<file path="config.mk">
export PLATFORM = sky130hd
export DESIGN_NAME = best_arr_sender
export DESIGN_NICKNAME = d
export VERILOG_FILES = /design/src/rtl/best_arr_sender.sv
export SDC_FILE = /design/constraint.sdc
export NUM_CORES = 1
export LEC_CHECK = 0
export ABC_AREA = 1
export CAP_MARGIN = 25
export CORE_MARGIN = 4
export CORE_UTILIZATION = 57
export DETAILED_ROUTE_END_ITERATION = 6
export HOLD_SLACK_MARGIN = 0.12
export PLACE_DENSITY_LB_ADDON = 0.15
export SYNTH_ARGS = -nofsm -noshare
export SYNTH_HDL_FRONTEND = slang
export SYNTH_SLANG_ARGS = --single-unit
</file>
<file path="constraint.sdc">
create_clock -name clk -period 4.91 [get_ports clk]
set_clock_uncertainty 0.2 [all_clocks]
set_input_delay 1.473 -clock clk [delete_from_list [all_inputs] [get_ports clk]]
set_output_delay 1.473 -clock clk [all_outputs]
set_load 0.01 [all_outputs]
</file>
<file path="src/rtl/best_arr_sender.sv">
`default_nettype none
// ============================================================================
// Module      : best_arr_sender
// Description : Streams best indices then split best distances from the
//               result SRAMs to the host pad FIFO in blocked pixel order.
// Revision    : 1.0 - initial release
// ============================================================================
module best_arr_sender #(
    parameter  int DATA_WIDTH = 11,
    parameter  int ROW_SIZE   = 32,
    parameter  int COL_SIZE   = 16,
    parameter  int BLOCKING   = 4,
    parameter  int FIFO_DEPTH = 4,
    localparam int NUM_QUERYS = ROW_SIZE * COL_SIZE,
    localparam int AW         = $clog2(NUM_QUERYS)
) (
    input  logic                    clk,
    input  logic                    rst,
    input  logic                    send_best_arr,
    output logic                    send_done,
    output logic                    busy,
    output logic                    idx_rd_en,
    output logic [AW-1:0]           idx_rd_addr,
    input  logic [DATA_WIDTH-1:0]   idx_rd_data,
    output logic                    dist_rd_en,
    output logic [AW-1:0]           dist_rd_addr,
    input  logic [2*DATA_WIDTH-1:0] dist_rd_data,
    input  logic                    out_fifo_deq,
    output logic [DATA_WIDTH-1:0]   out_fifo_rdata,
    output logic                    out_fifo_rempty_n
);

    localparam int XN   = ROW_SIZE / 2 / BLOCKING;
    localparam int XI_W = $clog2(BLOCKING + 1);
    localparam int X_W  = $clog2(XN + 1);
    localparam int Y_W  = $clog2(COL_SIZE + 1);
    localparam int PW   = $clog2(FIFO_DEPTH);
    localparam int CW   = $clog2(FIFO_DEPTH + 1);
    localparam int SW   = CW + 2;

    typedef enum logic [1:0] {S_IDLE, S_IDX, S_DIST, S_DRAIN} state_t;

    state_t                  r_state, w_state_nxt;
    logic                    r_px;
    logic [X_W-1:0]          r_x;
    logic [Y_W-1:0]          r_y;
    logic [XI_W-1:0]         r_xi;
    logic                    r_idx_vld, r_dist_vld, r_hi_vld;
    logic [DATA_WIDTH-1:0]   r_hi;
    logic [DATA_WIDTH-1:0]   r_mem [FIFO_DEPTH];
    logic [PW-1:0]           r_wr_ptr, r_rd_ptr;
    logic [CW-1:0]           r_count;

    logic                    w_xi_last, w_y_last, w_x_last, w_last;
    logic [AW-1:0]           w_addr;
    logic [SW-1:0]           w_used;
    logic                    w_idx_ok, w_dist_ok, w_issue, w_idle_pipe;
    logic                    w_enq, w_deq;
    logic [DATA_WIDTH-1:0]   w_enq_data;

    assign w_xi_last = (r_xi == XI_W'(BLOCKING - 1));
    assign w_y_last  = (r_y  == Y_W'(COL_SIZE - 1));
    assign w_x_last  = (r_x  == X_W'(XN - 1));
    assign w_last    = r_px && w_x_last && w_y_last && w_xi_last;

    assign w_addr = AW'(r_px) * AW'(ROW_SIZE / 2) + AW'(r_y) * AW'(ROW_SIZE)
                  + AW'(r_x) * AW'(BLOCKING) + AW'(r_xi);
    assign idx_rd_addr  = w_addr;
    assign dist_rd_addr = w_addr;

    // Words already owed to the FIFO: returning read data plus the held upper half.
    assign w_used    = SW'(r_count) + SW'(r_idx_vld) + SW'({r_dist_vld, 1'b0}) + SW'(r_hi_vld);
    assign w_idx_ok  = (w_used + SW'(1)) <= SW'(FIFO_DEPTH);
    // Back-to-back dist reads would collide with the upper-half enqueue slot.
    assign w_dist_ok = ((w_used + SW'(2)) <= SW'(FIFO_DEPTH)) && !r_dist_vld;
    assign w_idle_pipe = (r_count == '0) && !r_idx_vld && !r_dist_vld && !r_hi_vld;
    assign w_issue   = idx_rd_en || dist_rd_en;
    assign busy      = (r_state != S_IDLE);

    always_comb begin
        w_state_nxt = r_state;
        idx_rd_en   = 1'b0;
        dist_rd_en  = 1'b0;
        send_done   = 1'b0;
        case (r_state)
            S_IDLE:  if (send_best_arr) w_state_nxt = S_IDX;
            S_IDX: begin
                idx_rd_en = w_idx_ok;
                if (w_idx_ok && w_last) w_state_nxt = S_DIST;
            end
            S_DIST: begin
                dist_rd_en = w_dist_ok;
                if (w_dist_ok && w_last) w_state_nxt = S_DRAIN;
            end
            S_DRAIN: begin
                if (w_idle_pipe) begin
                    send_done   = 1'b1;
                    w_state_nxt = S_IDLE;
                end
            end
            default: w_state_nxt = S_IDLE;
        endcase
        if (rst) begin
            idx_rd_en  = 1'b0;
            dist_rd_en = 1'b0;
            send_done  = 1'b0;
        end
    end

    always_ff @(posedge clk) begin
        if (rst) begin
            r_state    <= S_IDLE;
            r_px       <= 1'b0;
            r_x        <= '0;
            r_y        <= '0;
            r_xi       <= '0;
            r_idx_vld  <= 1'b0;
            r_dist_vld <= 1'b0;
            r_hi_vld   <= 1'b0;
            r_hi       <= '0;
        end else begin
            r_state    <= w_state_nxt;
            r_idx_vld  <= idx_rd_en;
            r_dist_vld <= dist_rd_en;
            r_hi_vld   <= r_dist_vld;
            if (r_dist_vld) r_hi <= dist_rd_data[2*DATA_WIDTH-1:DATA_WIDTH];
            if (w_issue) begin
                r_xi <= w_xi_last ? '0 : r_xi + XI_W'(1);
                if (w_xi_last) begin
                    r_y <= w_y_last ? '0 : r_y + Y_W'(1);
                    if (w_y_last) begin
                        r_x <= w_x_last ? '0 : r_x + X_W'(1);
                        if (w_x_last) r_px <= ~r_px;
                    end
                end
            end
        end
    end

    assign w_enq      = r_idx_vld || r_dist_vld || r_hi_vld;
    assign w_enq_data = r_idx_vld  ? idx_rd_data :
                        r_dist_vld ? dist_rd_data[DATA_WIDTH-1:0] : r_hi;
    assign w_deq      = out_fifo_deq && (r_count != '0);

    always_ff @(posedge clk) begin
        if (rst) begin
            r_wr_ptr <= '0;
            r_rd_ptr <= '0;
            r_count  <= '0;
            for (int i = 0; i < FIFO_DEPTH; i++) r_mem[i] <= '0;
        end else begin
            if (w_enq) begin
                r_mem[r_wr_ptr] <= w_enq_data;
                r_wr_ptr        <= r_wr_ptr + PW'(1);
            end
            if (w_deq) r_rd_ptr <= r_rd_ptr + PW'(1);
            case ({w_enq, w_deq})
                2'b10:   r_count <= r_count + CW'(1);
                2'b01:   r_count <= r_count - CW'(1);
                default: r_count <= r_count;
            endcase
        end
    end

    assign out_fifo_rdata    = r_mem[r_rd_ptr];
    assign out_fifo_rempty_n = (r_count != '0);

endmodule
`default_nettype wire

</file>
Yosys cells after proc, flatten, opt, wreduce, memory -nomap -nowiden
Memory sizes are Yosys's and may differ from the RTL's. A register that Yosys moved wholly into a read port is not among the register bits.
Cells that the tools add are included.

storage, ports and cells
  register bits after elaboration = 35
  memory bits (writable) = 44
  bits of input ports = 37
  output and inout bits = 34
  logic and storage cells = 97
  memories kept = 1

cells by class
  $add $sub $neg = 15
  magnitude comparators = 2
  equality and inequality tests = 12
  mux-type cells = 28
  bitwise operators = 1
  reduce and logical (&&, ||, !) cells = 26

memories
  name   depth  bits a word  rd ports  clocked after Yosys merged registers in  wr ports  RTL line  source
  r_mem  4      11           1         1                                        4         50        logic [DATA_WIDTH-1:0] r_mem [FIFO_DEPTH];

operators with widths
  cell                                                                              count
  11-bit 2-to-1 mux                                                                 3
  2-bit 2-to-1 mux                                                                  7
  1-bit 2-to-1 mux                                                                  13
  11-bit OR reduction                                                               1
  5-bit by 1-bit adder with 5-bit output, second input constant                     2
  5-bit by 3-bit less-or-equal comparator with 1-bit output, second input constant  2
  1-bit logical AND                                                                 10
  3-bit by 1-bit adder with 3-bit output, second input constant                     3
  5-bit by 9-bit adder with 9-bit output                                            1
  9-bit by 3-bit adder with 9-bit output                                            1
  9-bit by 5-bit adder with 9-bit output                                            1
  2-bit inequality test, second input constant                                      4
  2-bit case mux with 4 select lines                                                1
  4-bit AND reduction                                                               2
  2-bit equality test, second input constant                                        3
  3-bit by 2-bit equality test with 1-bit output, second input constant             2
  3-bit 2-to-1 mux                                                                  2
  3-bit case mux with 2 select lines                                                1
  4-bit by 2-bit adder with 5-bit output                                            1
  5-bit by 1-bit adder with 5-bit output                                            1
  5-bit by 2-bit adder with 5-bit output, second input constant                     1
  5-bit by 4-bit equality test with 1-bit output, second input constant             1
  5-bit 2-to-1 mux                                                                  1
  2-bit by 1-bit adder with 2-bit output, second input constant                     2
  12 further kinds                                                                  18

Longest topological paths before layout
  depth in word-level cells = 10
  depth in mapped cells = 17

Least setup slack after synthesis
No wires, ideal clock.

  kind = input to output
  from = input rst
  to = output send_done
  arrival = 2.355 ns
  required time = 3.237 ns
  setup slack = 0.882 ns
  stages on the path = 5
  path through = buf_2 inv_1 buf_1 nand2_1 nor3b_1

on the way
  longest elaborated chain between the ends = 1

ends and longest elaborated chain
  item              RTL line  source
  from (decl)       18        input logic rst,
  1-bit 2-to-1 mux  103       if (rst) begin
  to (decl)         20        output logic send_done,

Every way passes these cells.

Worst setup path after layout
  from = register r_idx_vld
  to = output dist_rd_en

on the way
  longest elaborated chain between the ends = 8

ends and longest elaborated chain
  item                                                       RTL line  source
  from (decl)                                                48        logic r_idx_vld, r_dist_vld, r_hi_vld;
  from (signal assigned)                                     123       r_idx_vld <= idx_rd_en;
  3-bit by 1-bit adder with 4-bit output                     72        assign w_used = SW'(r_count) + SW'(r_idx_vld) + SW'({r_dist_vld, 1'b0}) + SW'(r_hi_vld);
  4-bit by 2-bit adder with 5-bit output                     72
  5-bit by 1-bit adder with 5-bit output                     72
  5-bit by 2-bit adder with 5-bit output                     75        assign w_dist_ok = ((w_used + SW'(2)) <= SW'(FIFO_DEPTH)) && !r_dist_vld;
  5-bit by 3-bit less-or-equal comparator with 1-bit output  75
  1-bit logical AND                                          75
  1-bit 2-to-1 mux                                           85        case (r_state)
  1-bit 2-to-1 mux                                           103
  to (decl)                                                  25        output logic dist_rd_en,

Every way passes these cells.

==> Implementation_results.wiki <==
{| class="wikitable"
! Metric !! Value
|-
| Run status || complete, no violations
|-
| Number of different library cells in the post-synthesis netlist || 35
|-
| Die Span Y || 94.0 um
|-
| Power density relative to cell area || around 420 nW/um2
|-
| Gate family responsible for the most delay along the worst path || adder cells
|-
| Top library cells by usage in the layout, fill and taps aside || 81 x sky130_fd_sc_hd__nand2_1, 80 x sky130_fd_sc_hd__nor2_1, 70 x sky130_fd_sc_hd__clkdlybuf4s50_1
|-
| Layout Area Growth over Synthesis || 20.5%
|-
| Final net count || about 600
|-
| Skew-Pair Late Insertion Delay || between 300 and 400 ps
|-
| Vias || 3336
|-
| Number of DRC markers after the initial detailed-route iteration || between 100 and 150
|-
| # IOs || between 70 and 80
|-
| Post-synthesis instance area || around 4200 um2
|-
| Total count of hold-check failures in the final report || 0
|-
| Post-layout power || about 2100 uW
|-
| Number of maximum-capacitance violations || 0
|-
| Fmax || about 0.21 GHz
|-
| Detail Placement HPWL || 6710 um
|-
| Synthesized net count || ~550
|-
| Part of the Yosys area used for sequential elements || 48.9%
|-
| Worst-path clk slew || 80 ps
|-
| Number of buffer and inverter stages on the critical path || 4
|-
| Placed cell areas || just under 5000 um2
|-
| Worst path required time || roughly 3200 ps
|-
| Filler instances || 575
|-
| Post-Syn Instances || between 400 and 500
|-
| Number of cell rows || 31
|-
| RSZ-0062 raised after global routing || false
|-
| Setup violation total in the final timing report || 0
|-
| Slew Viols, Final || 0
|-
| Type of destination of the critical path || output port
|-
| Pin count of the biggest net entering global routing || 26
|-
| Max H-tree Level || 3
|-
| CTS max path bufs || 2
|-
| DIE WIDTH || 94.0 um
|-
| Slowest CP cell || sky130_fd_sc_hd__clkdlybuf4s50_1
|-
| Effective utilization at floorplan || between 50% and 60%
|-
| Vias in the first global route || approximately 3.4k
|-
| Class of the most critical setup path || flip-flop to output port
|-
| Average cell area after synthesis || 8.46 um2
|-
| Clock Tree Root || sky130_fd_sc_hd__clkbuf_8
|-
| Post-synthesis sequential element count || 81
|-
| Worst hold path class || flip-flop to flip-flop
|-
| CP arrival || 2990 ps
|-
| Share of final-layout standard cells stronger than drive strength 1 || between 10% and 20%
|-
| Cells after DPL || between 600 and 700
|-
| Worst vdd rail ir drop || ~0.25 mV
|-
| Number of inserted diodes || 0
|-
| Total iterations of the first detailed-routing run || 4
|-
| Cell-by-cell trace of the critical path || fa_2 > inv_1 > fa_1 > xnor2_2 > ha_1 > inv_1 > nor2_1 > nor2_1 > nand4_2 > inv_1 > clkdlybuf4s50_1
|-
| Cell Count, Final, Fillers Out || ~660
|-
| Number of sinks driven by the clock tree || 81
|-
| Via-per-instance ratio || around 5.1
|-
| Most repeated library cell on the critical path || sky130_fd_sc_hd__inv_1
|-
| Max-slew headroom || between 50% and 60%
|-
| Tightest Pin Transition || between 600 and 700 ps
|-
| Clock tree from TritonCTS || built
|-
| Remaining global-route overflow || 0
|-
| Initial antenna violation count || 0
|-
| Setup bufs post-CTS || 0
|-
| Global routing usage summed across all routing layers || 21.8%
|-
| Gp weighted congestion || just under 0.9
|-
| Slowest cell delay on critical path || about 520 ps
|-
| Post-route antenna net violation count || 0
|-
| EDFF count, synth || 44
|-
| CTS buffer count || 9
|-
| Startpoint types || flip-flop
|-
| Ys Warns || 0
|-
| Leak pwr || approximately 0.0021 uW
|-
| Total routed wirelength || ~9000 um
|-
| Dominant synthesized flop cell || sky130_fd_sc_hd__edfxtp_1
|-
| Final critical-path required period || roughly 4700 ps
|-
| Worst hold slack after final layout || about 260 ps
|-
| Number of input and output port buffers inserted || 70
|-
| Global-route wire length before repair || 15100 um
|-
| Overall die area || between 8000 and 9000 um2
|-
| Core Box Area || 7210 um2
|-
| DRC violation count after routing || 0
|-
| Most common cell after layout, fill and taps aside || sky130_fd_sc_hd__nand2_1
|-
| Share of the clock period used by the worst path after layout || 94.9%
|-
| Sum of negative setup slack || 0 ps
|-
| Routed WL per cell || 13.7 um
|-
| Post-Layout Inst Area || approximately 5100 um2
|-
| Largest fanout on the critical path || 12
|-
| Proportion of synthesized flip-flops having asynchronous set or reset || 0%
|}
## metrics by stage
stage,setup WS (ps),utilization (%)
2_1_floorplan,882,-
3_3_place_gp,313,67.6
3_5_place_dp,320,67.6
4_1_cts,64.4,70.3
5_1_grt,32.3,70.3
6_report,248,70.3
## layout make-up
type | instances | area, um2 | share of cell area [%]
tap | 99 | 124 | 2.44
timing repair buffer | 75 | 738 | 14.5
inverter | 64 | 241 | 4.76
clock inverter | 7 | 70.1 | 1.38
multi-input combinational | 320 | 1710 | 33.8
clock buffer | 9 | 124 | 2.44
sequential | 81 | 2060 | 40.7
## tightest hold or removal path: stages (launching register included)
cell and delay (ps):
sky130_fd_sc_hd__dfxtp_1 300, sky130_fd_sc_hd__inv_1 50, sky130_fd_sc_hd__a21oi_1 60
## synthesized netlist by cell type (6+ instances only)
master | count | share of area, %
sky130_fd_sc_hd__nor2_1 | 80 | 7.1
sky130_fd_sc_hd__nand2_1 | 81 | 7.2
sky130_fd_sc_hd__nand3_1 | 16 | 1.9
sky130_fd_sc_hd__clkbuf_1 | 10 | 0.89
sky130_fd_sc_hd__or2_2 | 11 | 1.6
sky130_fd_sc_hd__nor2_2 | 6 | 0.89
sky130_fd_sc_hd__o22ai_1 | 11 | 1.6
sky130_fd_sc_hd__edfxtp_1 | 44 | 31
sky130_fd_sc_hd__dfxtp_1 | 37 | 18
sky130_fd_sc_hd__buf_4 | 11 | 2.0
sky130_fd_sc_hd__a21oi_1 | 24 | 2.9
sky130_fd_sc_hd__buf_2 | 8 | 0.95
sky130_fd_sc_hd__ha_1 | 14 | 4.2
sky130_fd_sc_hd__o21ai_0 | 35 | 4.2
sky130_fd_sc_hd__inv_1 | 59 | 5.3
sky130_fd_sc_hd__o211ai_1 | 10 | 1.8
## routing by layer
layer	vias up	wire length [um]	GRT usage [%]	share of wire (%)
met5	-	0	0	0
li1	1704	-	-	-
met2	80	4560	37.6	51
met4	0	168	7.46	1.9
met3	16	456	4.97	5.1
met1	1536	3800	26.6	42
## kinds of logic (layout without fill, tap and decap cells)
| family | Yosys count | after routing | synth area share (%) |
|---|---|---|---|
| buf+inv | 97 | 155 | 10.4 |
| fa+ha+maj | 17 | 17 | 5.58 |
| simple gates | 212 | 212 | 22.3 |
| xor+xnor | 7 | 7 | 1.63 |
| flops | 81 | 81 | 48.9 |
| compound gates | 84 | 84 | 11.1 |
## what timing repair did
item                                    4_1_cts  5_1_grt
hold buffers                                  0        0
endpoints found under the setup margin        0        2
resized for setup                             0        2
## worst paths after layout
check	slack [ps]	depth (start not counted)	end	startpoint
max	250	11	dist_rd_en	r_idx_vld$_SDFF_PP0_
min	260	2	r_rd_ptr[1]$_SDFFE_PP0P_	r_rd_ptr[1]$_SDFFE_PP0P_
max reg2reg	1900	13	r_y[1]$_SDFFE_PP0P_	r_idx_vld$_SDFF_PP0_
min reg2reg	260	2	r_rd_ptr[1]$_SDFFE_PP0P_	r_rd_ptr[1]$_SDFFE_PP0P_
## state kept, by name, summed over array words and instances, names as in the netlist, named ones only
| signal | cells |
|---|---|
| r_x | 3 |
| r_mem | 44 |
| r_rd_ptr | 2 |
| r_state | 2 |
| r_idx_vld | 1 |
| r_dist_vld | 1 |
| r_count | 3 |
| r_xi | 3 |
| r_hi | 11 |
| r_px | 1 |
| r_wr_ptr | 2 |
| r_hi_vld | 1 |
| r_y | 5 |
## power by group
part / total, uW / internal, uW / switching [uW]
registers: 872 / 800 / 72.0
logic: 757 / 328 / 429
clock network: 478 / 234 / 244
No activity file was read; power rests on OpenSTA's default activity.
